<file path="src/rtl/muldiv_hilo.sv">
// rtl/muldiv_hilo.sv - iterative 32-cycle multiply/divide unit owning the HI/LO registers
module muldiv_hilo (
  input  logic        clk,
  input  logic        reset,
  input  logic        start,
  input  logic [2:0]  op,
  input  logic [31:0] A,
  input  logic [31:0] B,
  output logic [31:0] hi,
  output logic [31:0] lo,
  output logic        busy,
  output logic        done,
  output logic        div0
);

  localparam logic [2:0] OP_MULT  = 3'b001;
  localparam logic [2:0] OP_MULTU = 3'b010;
  localparam logic [2:0] OP_DIV   = 3'b011;
  localparam logic [2:0] OP_DIVU  = 3'b100;
  localparam logic [2:0] OP_MTHI  = 3'b101;
  localparam logic [2:0] OP_MTLO  = 3'b110;

  // Count value seen on the 31st RUN edge; the 32nd step happens in FINISH.
  localparam logic [4:0] LAST_RUN_COUNT = 5'd30;

  typedef enum logic [1:0] {
    S_IDLE   = 2'b00,
    S_RUN    = 2'b01,
    S_FINISH = 2'b10
  } state_t;

  state_t state;
  state_t state_next;

  logic [4:0]  count;
  logic [31:0] acc_hi;    // partial product high half / running remainder
  logic [31:0] acc_lo;    // multiplier bits being consumed / dividend shifting into quotient
  logic [31:0] opnd_b;    // magnitude of B: addend or divisor
  logic [31:0] a_raw;     // raw A bits, returned in HI on divide by zero
  logic        is_div;
  logic        neg_q;     // negate product (mul) or quotient (div)
  logic        neg_r;     // negate remainder (signed divide with negative dividend)

  logic        idle;
  logic        accept_md;
  logic        accept_mthi;
  logic        accept_mtlo;
  logic        signed_op;
  logic [31:0] mag_a;
  logic [31:0] mag_b;

  logic [32:0] sum;
  logic [32:0] shifted;
  logic        fits;
  logic [31:0] diff;
  logic [31:0] step_hi;
  logic [31:0] step_lo;

  logic [63:0] prod;
  logic [63:0] prod_fix;
  logic [31:0] quo_fix;
  logic [31:0] rem_fix;
  logic        b_zero;
  logic [31:0] fin_hi;
  logic [31:0] fin_lo;

  // Request decode; a request is only honoured while the unit is idle.
  always_comb begin
    idle        = (state == S_IDLE);
    accept_md   = start && idle &&
                  ((op == OP_MULT) || (op == OP_MULTU) || (op == OP_DIV) || (op == OP_DIVU));
    accept_mthi = start && idle && (op == OP_MTHI);
    accept_mtlo = start && idle && (op == OP_MTLO);
    signed_op   = (op == OP_MULT) || (op == OP_DIV);
    mag_a       = (signed_op && A[31]) ? (32'd0 - A) : A;
    mag_b       = (signed_op && B[31]) ? (32'd0 - B) : B;
  end

  // One iteration: shift-add for multiply, restoring subtract for divide.
  always_comb begin
    sum     = {1'b0, acc_hi} + (acc_lo[0] ? {1'b0, opnd_b} : 33'd0);
    shifted = {acc_hi, acc_lo[31]};
    fits    = (shifted >= {1'b0, opnd_b});
    diff    = shifted[31:0] - opnd_b;
    if (is_div) begin
      step_hi = fits ? diff : shifted[31:0];
      step_lo = {acc_lo[30:0], fits};
    end else begin
      step_hi = sum[32:1];
      step_lo = {sum[0], acc_lo[31:1]};
    end
  end

  // Sign fix-up and divide-by-zero override applied to the final step.
  always_comb begin
    prod     = {step_hi, step_lo};
    prod_fix = neg_q ? (64'd0 - prod) : prod;
    quo_fix  = neg_q ? (32'd0 - step_lo) : step_lo;
    rem_fix  = neg_r ? (32'd0 - step_hi) : step_hi;
    b_zero   = (opnd_b == 32'd0);
    if (!is_div) begin
      fin_hi = prod_fix[63:32];
      fin_lo = prod_fix[31:0];
    end else if (b_zero) begin
      fin_hi = a_raw;
      fin_lo = 32'hFFFF_FFFF;
    end else begin
      fin_hi = rem_fix;
      fin_lo = quo_fix;
    end
  end

  // State register.
  always_ff @(posedge clk) begin
    if (reset) begin
      state <= S_IDLE;
    end else begin
      state <= state_next;
    end
  end

  // Next-state logic: IDLE -> RUN (31 steps) -> FINISH (last step + write) -> IDLE.
  always_comb begin
    state_next = state;
    case (state)
      S_IDLE:   if (accept_md) state_next = S_RUN;
      S_RUN:    if (count == LAST_RUN_COUNT) state_next = S_FINISH;
      S_FINISH: state_next = S_IDLE;
      default:  state_next = S_IDLE;
    endcase
  end

  // FSM outputs: busy covers RUN and FINISH, decoded straight from the state flops.
  always_comb begin
    busy = (state == S_RUN) || (state == S_FINISH);
  end

  // Datapath, HI/LO and result pulses.
  always_ff @(posedge clk) begin
    if (reset) begin
      hi     <= 32'd0;
      lo     <= 32'd0;
      done   <= 1'b0;
      div0   <= 1'b0;
      count  <= 5'd0;
      acc_hi <= 32'd0;
      acc_lo <= 32'd0;
      opnd_b <= 32'd0;
      a_raw  <= 32'd0;
      is_div <= 1'b0;
      neg_q  <= 1'b0;
      neg_r  <= 1'b0;
    end else begin
      done <= 1'b0;
      div0 <= 1'b0;
      if (accept_md) begin
        acc_hi <= 32'd0;
        acc_lo <= mag_a;
        opnd_b <= mag_b;
        a_raw  <= A;
        is_div <= (op == OP_DIV) || (op == OP_DIVU);
        neg_q  <= signed_op && (A[31] ^ B[31]);
        neg_r  <= (op == OP_DIV) && A[31];
        count  <= 5'd0;
      end else if (state == S_RUN) begin
        acc_hi <= step_hi;
        acc_lo <= step_lo;
        count  <= count + 5'd1;
      end else if (state == S_FINISH) begin
        hi   <= fin_hi;
        lo   <= fin_lo;
        done <= 1'b1;
        div0 <= is_div && b_zero;
      end else if (accept_mthi) begin
        hi <= A;
      end else if (accept_mtlo) begin
        lo <= A;
      end
    end
  end

endmodule

</file>
<file path="config.mk">
export PLATFORM = sky130hd
export DESIGN_NAME = muldiv_hilo
export DESIGN_NICKNAME = d
export VERILOG_FILES = /design/src/rtl/muldiv_hilo.sv
export SDC_FILE = /design/constraint.sdc
export NUM_CORES = 1
export LEC_CHECK = 0
export ABC_AREA = 0
export BUFFER_PORTS_ARGS = -buffer_cell sky130_fd_sc_hd__buf_2
export CELL_PAD_IN_SITES_DETAIL_PLACEMENT = 2
export CELL_PAD_IN_SITES_GLOBAL_PLACEMENT = 2
export CORE_UTILIZATION = 36
export DETAILED_ROUTE_END_ITERATION = 10
export HOLD_SLACK_MARGIN = 0.02
export PLACE_DENSITY = 0.88
export SYNTH_ARGS = -nofsm -noshare
export SYNTH_HDL_FRONTEND = slang
export SYNTH_SLANG_ARGS = --single-unit
</file>
<file path="constraint.sdc">
create_clock -name clk -period 5.9 [get_ports clk]
set_clock_uncertainty 0.15 [all_clocks]
set_input_delay 0.295 -clock clk [delete_from_list [all_inputs] [get_ports clk]]
set_output_delay 0.295 -clock clk [all_outputs]
set_load 0.05 [all_outputs]
</file>
=== Word level (Yosys, flattened, before mapping) ===
Index checks and enable logic that the tools add are counted.

* Output and inout port bits: 67
* Word-level logic and storage cells: 88
* Flip-flop bits (word level): 204
* Input bits: 70

* Reduce and logical (&&, ||, !) cells: 26
* Equality and inequality tests: 12
* Bitwise logic cells: 4
* Add/subtract/negate cells: 8
* Magnitude comparators: 1
* Mux-type cells: 24

{| class="wikitable"
|+ Operators by type and width
! operator !! number
|-
| $mux W32 || 19
|-
| $sub A1 B32 Y32 const A || 4
|-
| $mux W64 || 1
|-
| $sub A1 B64 Y64 const A || 1
|-
| $add A32 B32 Y33 || 1
|-
| $ge A33 B32 Y1 || 1
|-
| $logic_not A32 Y1 || 1
|-
| $sub A32 B32 Y32 || 1
|-
| $eq A3 B3 Y1 const B || 3
|-
| $logic_and A1 B1 Y1 || 9
|-
| $eq A3 B2 Y1 const B || 2
|-
| $logic_or A1 B1 Y1 || 6
|-
| $reduce_bool A2 Y1 || 3
|-
| $add A5 B1 Y5 const B || 1
|-
| $eq A5 B5 Y1 const B || 1
|-
| $mux W2 || 2
|-
| $ne A2 B1 Y1 const B || 2
|-
| $pmux W2 S2 || 1
|-
| $reduce_and A4 Y1 || 1
|-
| $reduce_or A4 Y1 || 1
|-
| $eq A3 B1 Y1 const B || 1
|-
| $not A1 Y1 || 3
|-
| $reduce_and A3 Y1 || 1
|-
| $reduce_or A3 Y1 || 1
|-
| 8 further kinds || 8
|}

=== Logic depth before layout (Yosys ltp) ===
Gate-level depths: netlist of run 1.

* Word-level depth: 8
* Gate-level depth with buffers: 23
* Depth with buffers taken out: 19

=== Worst setup path after synthesis of run 1 ===
Ideal clock, no wire load.

* Path kind: reg-to-reg
* From: register opnd_b[1]
* To: register hi[24]
* Path buffers: 3
* Path slack: 915 ps
* Arrival: 4750 ps
* Library setup time: 86 ps
* Stages on the path, launching flop included: 22
* Required time: 5664 ps
* Period minus slack after synthesis: 4985 ps
* Cells stage by stage: dfxtp_1 -> inv_1 -> ha_1 -> nor2b_2 -> o2111ai_2 -> a211o_1 -> a311o_1 -> nand2_2 -> buf_2 -> buf_1 -> mux2i_1 -> a21oi_1 -> ha_1 -> inv_1 -> a2111oi_0 -> nand4_1 -> clkbuf_1 -> nor4_1 -> nand3_1 -> o21ai_0 -> mux2_2 -> a211oi_1

* Longest elaborated chain between the ends: 8
* Elaborated cells on any way between the ends: 15
* Those cells by class: 4 x add/sub; 1 x order compare; 9 x mux; 1 x reduce/logical

{| class="wikitable"
|+ Ends and longest elaborated chain
! what !! line !! source
|-
| from (decl) || 38 || <nowiki>logic [31:0] opnd_b;</nowiki>
|-
| from (signal assigned) || 159 || <nowiki>opnd_b <= mag_b;</nowiki>
|-
| $mux W32 (tied with other cells) || 81 || <nowiki>sum = {1'b0, acc_hi} + (acc_lo[0] ? {1'b0, opnd_b} : 33'd0);</nowiki>
|-
| $add A32 B32 Y33 / $mux W32 (equally long branches) || 81, 86 ||
|-
| $mux W32 || 85 || <nowiki>if (is_div) begin</nowiki>
|-
| $sub A1 B32 Y32 || 99 || <nowiki>rem_fix = neg_r ? (32'd0 - step_hi) : step_hi;</nowiki>
|-
| $mux W32 || 99 ||
|-
| $mux W32 || 104 || <nowiki>end else if (b_zero) begin</nowiki>
|-
| $mux W32 * || 101 || <nowiki>if (!is_div) begin</nowiki>
|-
| $mux W32 * || 169 || <nowiki>end else if (state == S_FINISH) begin</nowiki>
|-
| to (signal assigned) || 170 || <nowiki>hi <= fin_hi;</nowiki>
|-
| to (decl) || 9 || <nowiki>output logic [31:0] hi,</nowiki>
|}

Mark *: on every way between the ends. The rest lies on a longest branch, timed or not.
A chain may end at the register's enable or synchronous reset.

=== Worst setup path in the final report of run 1 ===
* From: register opnd_b[16]
* To: register hi[4]

* Longest elaborated chain between the ends: 8
* Elaborated cells on any way between the ends: 12
* Those cells by class: 2 x add/sub; 1 x order compare; 8 x mux; 1 x reduce/logical

{| class="wikitable"
|+ Ends and longest elaborated chain
! what !! line !! source
|-
| $ge A33 B32 Y1 || 83 || <nowiki>fits = (shifted >= {1'b0, opnd_b});</nowiki>
|-
| $mux W32 || 86 || <nowiki>step_hi = fits ? diff : shifted[31:0];</nowiki>
|-
| $mux W32 || 85 ||
|-
| $sub A1 B32 Y32 || 99 ||
|-
| $mux W32 || 99 ||
|-
| $mux W32 || 104 ||
|-
| $mux W32 * || 101 ||
|-
| $mux W32 * || 169 ||
|}

Marks and branches as above.

==> results of run 1 <==
through the flow:
| stage | utilization, % | worst slack, ns | instances | power [µW] | hold WS (ns) |
|---|---|---|---|---|---|
| final | 43.08 | 0.04079 | 3245 | 5608 | 0.05370 |
| after global routing | 43.07 | 0.002920 | 3243 | 5715 | 0.07263 |
| after global placement | 39.79 | 0.5736 | 3133 | 3370 | 0.2902 |
| after CTS | 43.05 | 0.4955 | 3242 | 5402 | 0.02143 |
| after floorplan | - | 0.9148 | 2469 | 2734 | 0.2810 |
| after detailed placement | 39.79 | 0.5816 | 3133 | 3465 | 0.2980 |
worst register-to-register path, cell delays in order, from the launching register on:
cell and delay (ns):
dfxtp_1 0.47, inv_1 0.08, ha_1 0.37, a21oi_1 0.29
o21ai_1 0.22, nor2_1 0.35, a311o_1 0.44, a31oi_1 0.20
inv_1 0.13, ha_1 0.27, nand4_1 0.33, or3_1 0.56
or2_2 0.44, o31ai_1 0.30, xnor2_1 0.22, nor2_1 0.12
a21oi_2 0.39, o21ai_0 0.33
repair_timing:
action,in CTS,in global routing
endpoints found under the hold margin,68,0
buffers inserted,0,0
endpoints found under the setup margin,0,1
resized for setup,0,1
hold buffers,60,0
final cells by class:
cell class	instances	area, µm²
Timing Repair Buffer	277	1917
Tap cell	615	769.5
Multi-Input combinational cell	2016	12650
Fill cell	5510	27350
Sequential cell	204	4088
Clock inverter	13	195.2
Clock buffer	36	770.7
Antenna cell	3	7.507
Inverter	81	304.0
flip-flops by register name, indices dropped and copies added (netlist names):
name and cells:
state 2, is_div 1, lo 32, hi 32, neg_q 1, acc_hi 32, count 5, opnd_b 32
acc_lo 32, neg_r 1, done 1, div0 1, a_raw 32
metal layers:
| layer | routed length [µm] | up-vias |
|---|---|---|
| li1 | - | 9274 |
| met1 | 40600 | 11130 |
| met2 | 48890 | 1402 |
| met3 | 9890 | 484 |
| met4 | 7092 | 8 |
| met5 | 108 | - |
cells by family after synthesis:
| logic type | synth area share (%) |
|---|---|
| xor+xnor | 7.937 |
| mux | 4.089 |
| buf+inv | 5.464 |
| compound gates | 29.53 |
| simple gates | 24.45 |
| flops | 23.13 |
| fa+ha+maj | 5.400 |
where the power goes:
part	switching, µW	total (µW)	leakage [µW]	internal, µW
Sequential	117	1580	0.00166	1460
Clock	827	1920	0.000463	1100
Combinational	1460	2110	0.00581	647
Total	2400	5610	0.00794	3200
final timing paths:
kind	from	endpoint	slack [ns]	depth (start not counted)
hold / removal	B[14]	opnd_b[14]	0.05	3
hold reg to reg	lo[25]	lo[25]	0.31	2
setup / recovery	opnd_b[16]	hi[4]	0.04	17
setup reg to reg	opnd_b[16]	hi[4]	0.04	17
cell usage in the layout, fill, tap and decap left out, types with 28 or more instances in the layout:
cell,instances
a31oi_1,38
o31ai_1,30
a211oi_1,74
buf_4,80
inv_1,77
a21o_1,30
a21oi_1,263
ha_1,71
nand4_1,29
or3_1,32
nor2_1,282
o21ai_0,139
clkbuf_16,28
and2_1,45
mux2i_1,62
dfxtp_1,203
nor3_1,59
dlygate4sd3_1,60
buf_2,135
nor4_1,28
nand3_1,41
o211ai_1,28
o221ai_1,40
nand2_1,270
xor2_1,68
xnor2_1,92
==> results.md, run 1 <==
* Slew @ Worst Pin at 1.420 ns
* Max-cap viol count at 0
* RSZ-0062 raised after global routing: no
* Global-route wire length before repair at 158100 µm
* IO Pins at 137
* Iter 0 DRT Violations at 2262
* Async SR Flop Fraction at 0%
* Buf/Inv on CP at 2
* Final setup viols at 0
* Core Area at 0.04805 mm²
* Num rows at 80
* Fmax at 170.7 MHz
* Final Critical Period at 5.859 ns
* Top cells by area, synth: dfxtp_1 23%, a21oi_1 7.5%, nor2_1 6.0%, nand2_1 5.8%, ha_1 5.2%
* Starting Density at 36.75%
* DRC at 0
* Crit Path Class: reg -> reg
* Routability Congestion at 0.9826
* Max stage delay cell, worst path: or3_1
* Met1 Use GR at 49.91%
* Final nets at 2753
* Count leader, synth: nor2_1
* Min-delay worst type: in -> reg
* Crit path DAT at 6.11 ns
* Die Height at 223.5 µm
* Crit. End Element: flop
* Total Routed Length at 106600 µm
* Synth top area share at 23.13%
* Sequential share of the synthesized area at 23.13%
* TritonCTS clock tree: built
* Post-route ant nets at 0
* Port Buf Inserts at 136
* Design area at 0.02070 mm²
* GR Util All Layers at 41.85%
* WL/cell at 32.84 µm
* Share of layout cells above drive strength 1 at 12.52%
* Startpoint class of the critical path: flop
* Top cells by count, synth: 284 x nor2_1, 271 x nand2_1, 264 x a21oi_1, 204 x dfxtp_1, 139 x o21ai_0
* Pre-antenna DRT Iters at 5
* Clock slew at reported path FFs at 0.09 ns
* HPWL Detailed at 68810 µm
* Power per cell area at 270.9 mW/mm²
* Routed via count at 22290
* Post-Synthesis Cells at 2469
* Top_reg_cell synth: dfxtp_1
* Setup TNS at 0 ns
* GR Overflow Total at 0
* CP Cell Sequence: inv_1 -> ha_1 -> a21oi_1 -> o21ai_1 -> nor2_1 -> a311o_1 -> a31oi_1 -> inv_1 -> ha_1 -> nand4_1 -> or3_1 -> or2_2 -> o31ai_1 -> xnor2_1 -> nor2_1 -> a21oi_2 -> o21ai_0
* Synthesized Nets at 2614
* Area grow syn2layout at 17.23%
* Clock Tree Buf Depth at 3
* Pleak at 0.007936 µW
* Area leader, netlist: dfxtp_1
* Status: complete, no violations
* Mapped Area at 0.01766 mm²
* Cell family with most CP delay: compound AO/OA/AOI/OAI gates
* Met2 usage at 68.06%
* Root Driver: clkbuf_16
* Library cells used by synthesis at 92
* CP peak stage delay at 0.55 ns
* Mean post-synth cell area at 7.151 µm²
* Global routing's busiest layer: met2
* Die area at 0.04993 mm²
* CTS sink cnt at 204
* DR vias/cell at 6.870
* Max Slew Vio Count at 0
* Pin count of the biggest net entering global routing at 94
* Endpoints failing hold at 0
* Number of global-route vias before repair at 23670
* Worst rel slew slack at 5.007%
* Syn. warnings at 0
* Chip width at 223.5 µm
* Period Utilization, post-route at 99.31%
* Clk_lat worst skew at 0.62 ns
* GR met3 Demand/Resource at 10.23%
* Crit path max fanout at 9
* Initial antenna violation count at 9
* VDD IR max at 243.4 µV
* Flops & latches, synth at 204
* CTS Buf Count at 28
* WP data required at 6.15 ns
* Post-DP Area at 0.01912 mm²
* EDFF count, synth at 0
* H-Tree Depth at 1
No activity file was read; power rests on OpenSTA's default activity.
==> inputs of run 2 (changes only) <==
==> config.mk (replaced) <==
export PLATFORM = sky130hd
export DESIGN_NAME = muldiv_hilo
export DESIGN_NICKNAME = d
export VERILOG_FILES = /design/src/rtl/muldiv_hilo.sv
export SDC_FILE = /design/constraint.sdc
export NUM_CORES = 1
export LEC_CHECK = 0
export ABC_AREA = 0
export BUFFER_PORTS_ARGS = -buffer_cell sky130_fd_sc_hd__buf_2
export CORE_UTILIZATION = 40
export DETAILED_ROUTE_END_ITERATION = 10
export GPL_TIMING_DRIVEN = 0
export HOLD_SLACK_MARGIN = 0.02
export PLACE_DENSITY = 0.62
export SYNTH_ARGS = -nofsm -noshare
export SYNTH_HDL_FRONTEND = slang
export SYNTH_SLANG_ARGS = --single-unit
==> run 2 against run 1 <==
Via count is 6.6% lower. Die area down 9.9%. Non-clock buffer count rose by 79. Largest cell class unchanged. Total power decreased by 8.9%. Highest routed layer unchanged. Routed wire length decreased by 15%. Combinational power down 6%.
==> results.md, run 2 (same netlist as run 1, synthesis figures left out) <==
* Status: complete, no violations
* Starting Density at 40.81% (+4.1 points)
* Slew @ Worst Pin at 1.221 ns (-0.1983 ns)
* Iter 0 DRT Violations at 2260 (-0.088%)
* Total Routed Length at 90460 µm (-15%)
* Period Utilization, post-route at 99.08% (-0.22 points)
* Final Critical Period at 5.846 ns (-0.01326 ns)
* TritonCTS clock tree: built
* Startpoint class of the critical path: flop
* GR Overflow Total at 0 (unchanged)
* FF-to-FF path depth at 20 (+3)
* Min-delay worst type: in -> reg
* H-Tree Depth at 1 (unchanged)
* Final setup viols at 0 (unchanged)
* IO Pins at 137 (unchanged)
* CP peak stage delay at 0.43 ns (-0.12 ns)
* Area grow syn2layout at 17.43%
* Worst rel slew slack at 17.95% (+13 points)
* HPWL Detailed at 72000 µm (+4.6%)
* Routability Congestion at 1.012 (+3.0%)
* Uppermost layer routed: met5
* Root Driver: clkbuf_16
* Pin count of the biggest net entering global routing at 13 (-86%)
* CP dominant cell by count: buf_4
* Max Slew Vio Count at 0 (unchanged)
* FF-to-FF Start: is_div
* CTS sink cnt at 204 (unchanged)
* Die area at 0.04498 mm² (-9.9%)
* Crit path DAT at 6.15 ns (+0.04 ns)
* Max stage delay cell, worst path: dfxtp_1
* Global-route wire length before repair at 129000 µm (-18%)
* Commonest non-fill, non-tap cells in the layout: 282 x nor2_1, 271 x nand2_1, 262 x a21oi_1
* CP Cell Sequence: buf_2 -> buf_4 -> clkbuf_4 -> clkbuf_4 -> buf_4 -> buf_4 -> buf_4 -> buf_4 -> a31oi_1 -> inv_1 -> ha_1 -> inv_1 -> a2111oi_2 -> nand4_1 -> buf_4 -> or3_1 -> o41ai_4 -> xor2_2 -> a21oi_1 -> a211oi_1
* Hold path depth at 4 (+1)
* VDD IR max at 181.9 µV (-25%)
* Max-cap viol count at 0 (unchanged)
* Endpoints failing hold at 0 (unchanged)
* Clock Tree Buf Depth at 3 (unchanged)
* Share of layout cells above drive strength 1 at 11.34% (-1.2 points)
* CTS Buf Count at 25 (-11%)
* Chip width at 212.1 µm (-5.1%)
* Met2 wire length at 39040 µm (-20%)
* Internal reg-to-reg setup slack at 0.05 ns (about the same)
* Port Buf Inserts at 125 (-8.1%)
* Num rows at 76 (-5.0%)
* Routed via count at 20820 (-6.6%)
* DRC at 0 (unchanged)
* Initial antenna violation count at 2 (-7)
* Die Height at 212.1 µm (-5.1%)
* Power per cell area at 246.3 mW/mm² (-9.1%)
* GR Util All Layers at 39.31% (-2.5 points)
* ANT cells at 0 (-3)
* WL/cell at 27.55 µm (-16%)
* Pleak at 0.007769 µW (-2.1%)
* Clock slew at reported path FFs at 0.06 ns (-0.03 ns)
* Setup TNS at 0 ns (unchanged)
* Final-layout fill cell count at 4510 (-18%)
* Crit path max fanout at 10 (+1)
* RSZ-0062 raised after global routing: no
* Reg-to-reg critical path endpoint: hi[24]
* Met3 wire length at 9012 µm (-8.9%)
* Crit. End Element: flop
* M1 wire length at 38900 µm (-4.2%)
* Commonest non-fill, non-tap cell in the layout: nor2_1
* Crit Path Class: reg -> reg
* Hold wc startpoint: start
* Hold slack at 0.1019 ns (+0.04815 ns)
* Number of global-route vias before repair at 19290 (-19%)
* WP data required at 6.21 ns (+0.06 ns)
* Hold Path Sink: is_div
* Pre-antenna DRT Iters at 7 (+2)
* Final nets at 2829 (+2.8%)
* Fmax at 171.1 MHz (+0.23%)
* Post-route ant nets at 0 (unchanged)
* Core Area at 0.04327 mm² (-9.9%)
* Clk_lat worst skew at 0.56 ns (-0.06 ns)
* Setup crit start: is_div
* DR vias/cell at 6.340 (-7.7%)
run 2: changes by cell type in the layout (fill, tap and decap cells not counted), moves of 4 or more:
cell | before | now
a211oi_2 | 2 | 7
dfxtp_1 | 203 | 187
clkinv_2 | 2 | 6
buf_4 | 80 | 16
clkbuf_2 | 0 | 4
buf_1 | 0 | 9
clkbuf_4 | 0 | 5
clkbuf_1 | 4 | 128
dfxtp_2 | 0 | 16
a211oi_1 | 74 | 69
run 2: per-stage QoR:
step | util [%] | cells | setup slack (ns) | area (µm²) | power, µW
global placement | 43.94 | 3179 | -1.969 | 19010 | 3407
finish | 47.92 | 3284 | 0.05405 | 20730 | 5106
detailed placement | 43.98 | 3180 | -1.976 | 19030 | 3415
floorplan | - | 2469 | 0.9148 | 17660 | 2734
CTS | 47.61 | 3284 | -0.07844 | 20600 | 4996
global route | 47.92 | 3284 | 0.01729 | 20730 | 5274
run 2: how the worst max path moves through the flow:
stage	end	slack [ns]
finish	hi[24]	0.05
global route	hi[24]	0.02
CTS	hi[24]	-0.08
detailed placement	hi[24]	-1.98
global placement	hi[22]	-1.97
floorplan	hi[24]	0.91
run 2: what timing repair did:
action	in CTS	in global routing
pin swaps	5	4
gates resized for setup	48	37
hold buffers	61	0
setup buffers	4	3
setup endpoints to repair	48	20
endpoints found under the hold margin	65	0
gates cloned	0	0
run 2: metal layers:
metal | GRT usage, % | vias to the layer above
met4 | 14.34 | 4
met2 | 60.27 | 1076
li1 | - | 9426
met5 | 0 | -
met1 | 53.40 | 10120
met3 | 9.010 | 193
run 2: critical path, delay by kind of cell, from the launching register on:
family | cells | cell delay [ns]
and+or+nand+nor | 2 | 0.61
adders and majority gates | 1 | 0.14
xor gates and xnor gates | 1 | 0.26
buffers and inverters | 11 | 2.84
AOI/OAI and AO/OA | 5 | 1.31
DFF | 1 | 0.43
run 2: layout make-up:
class                   count  area [µm²]  share of cell area (%)
multi-input cells        2016       12820                   61.84
flip-flops and latches    204        4108                   19.81
repair buffers            194        1296                   6.252
well taps                 585       732.0                   3.530
plain buffers             162       685.7                   3.307
clock buffers              30       684.4                   3.301
inverters                  81       304.0                   1.466
clock inverters            12       101.3                  0.4888
run 2: power by group:
part	total, µW	leakage (µW)	switching [µW]	internal [µW]
sequential	1590	0.00167	128	1460
combinational	1980	0.00571	1360	624
clock	1540	0.000389	669	867
total	5110	0.00777	2150	2950
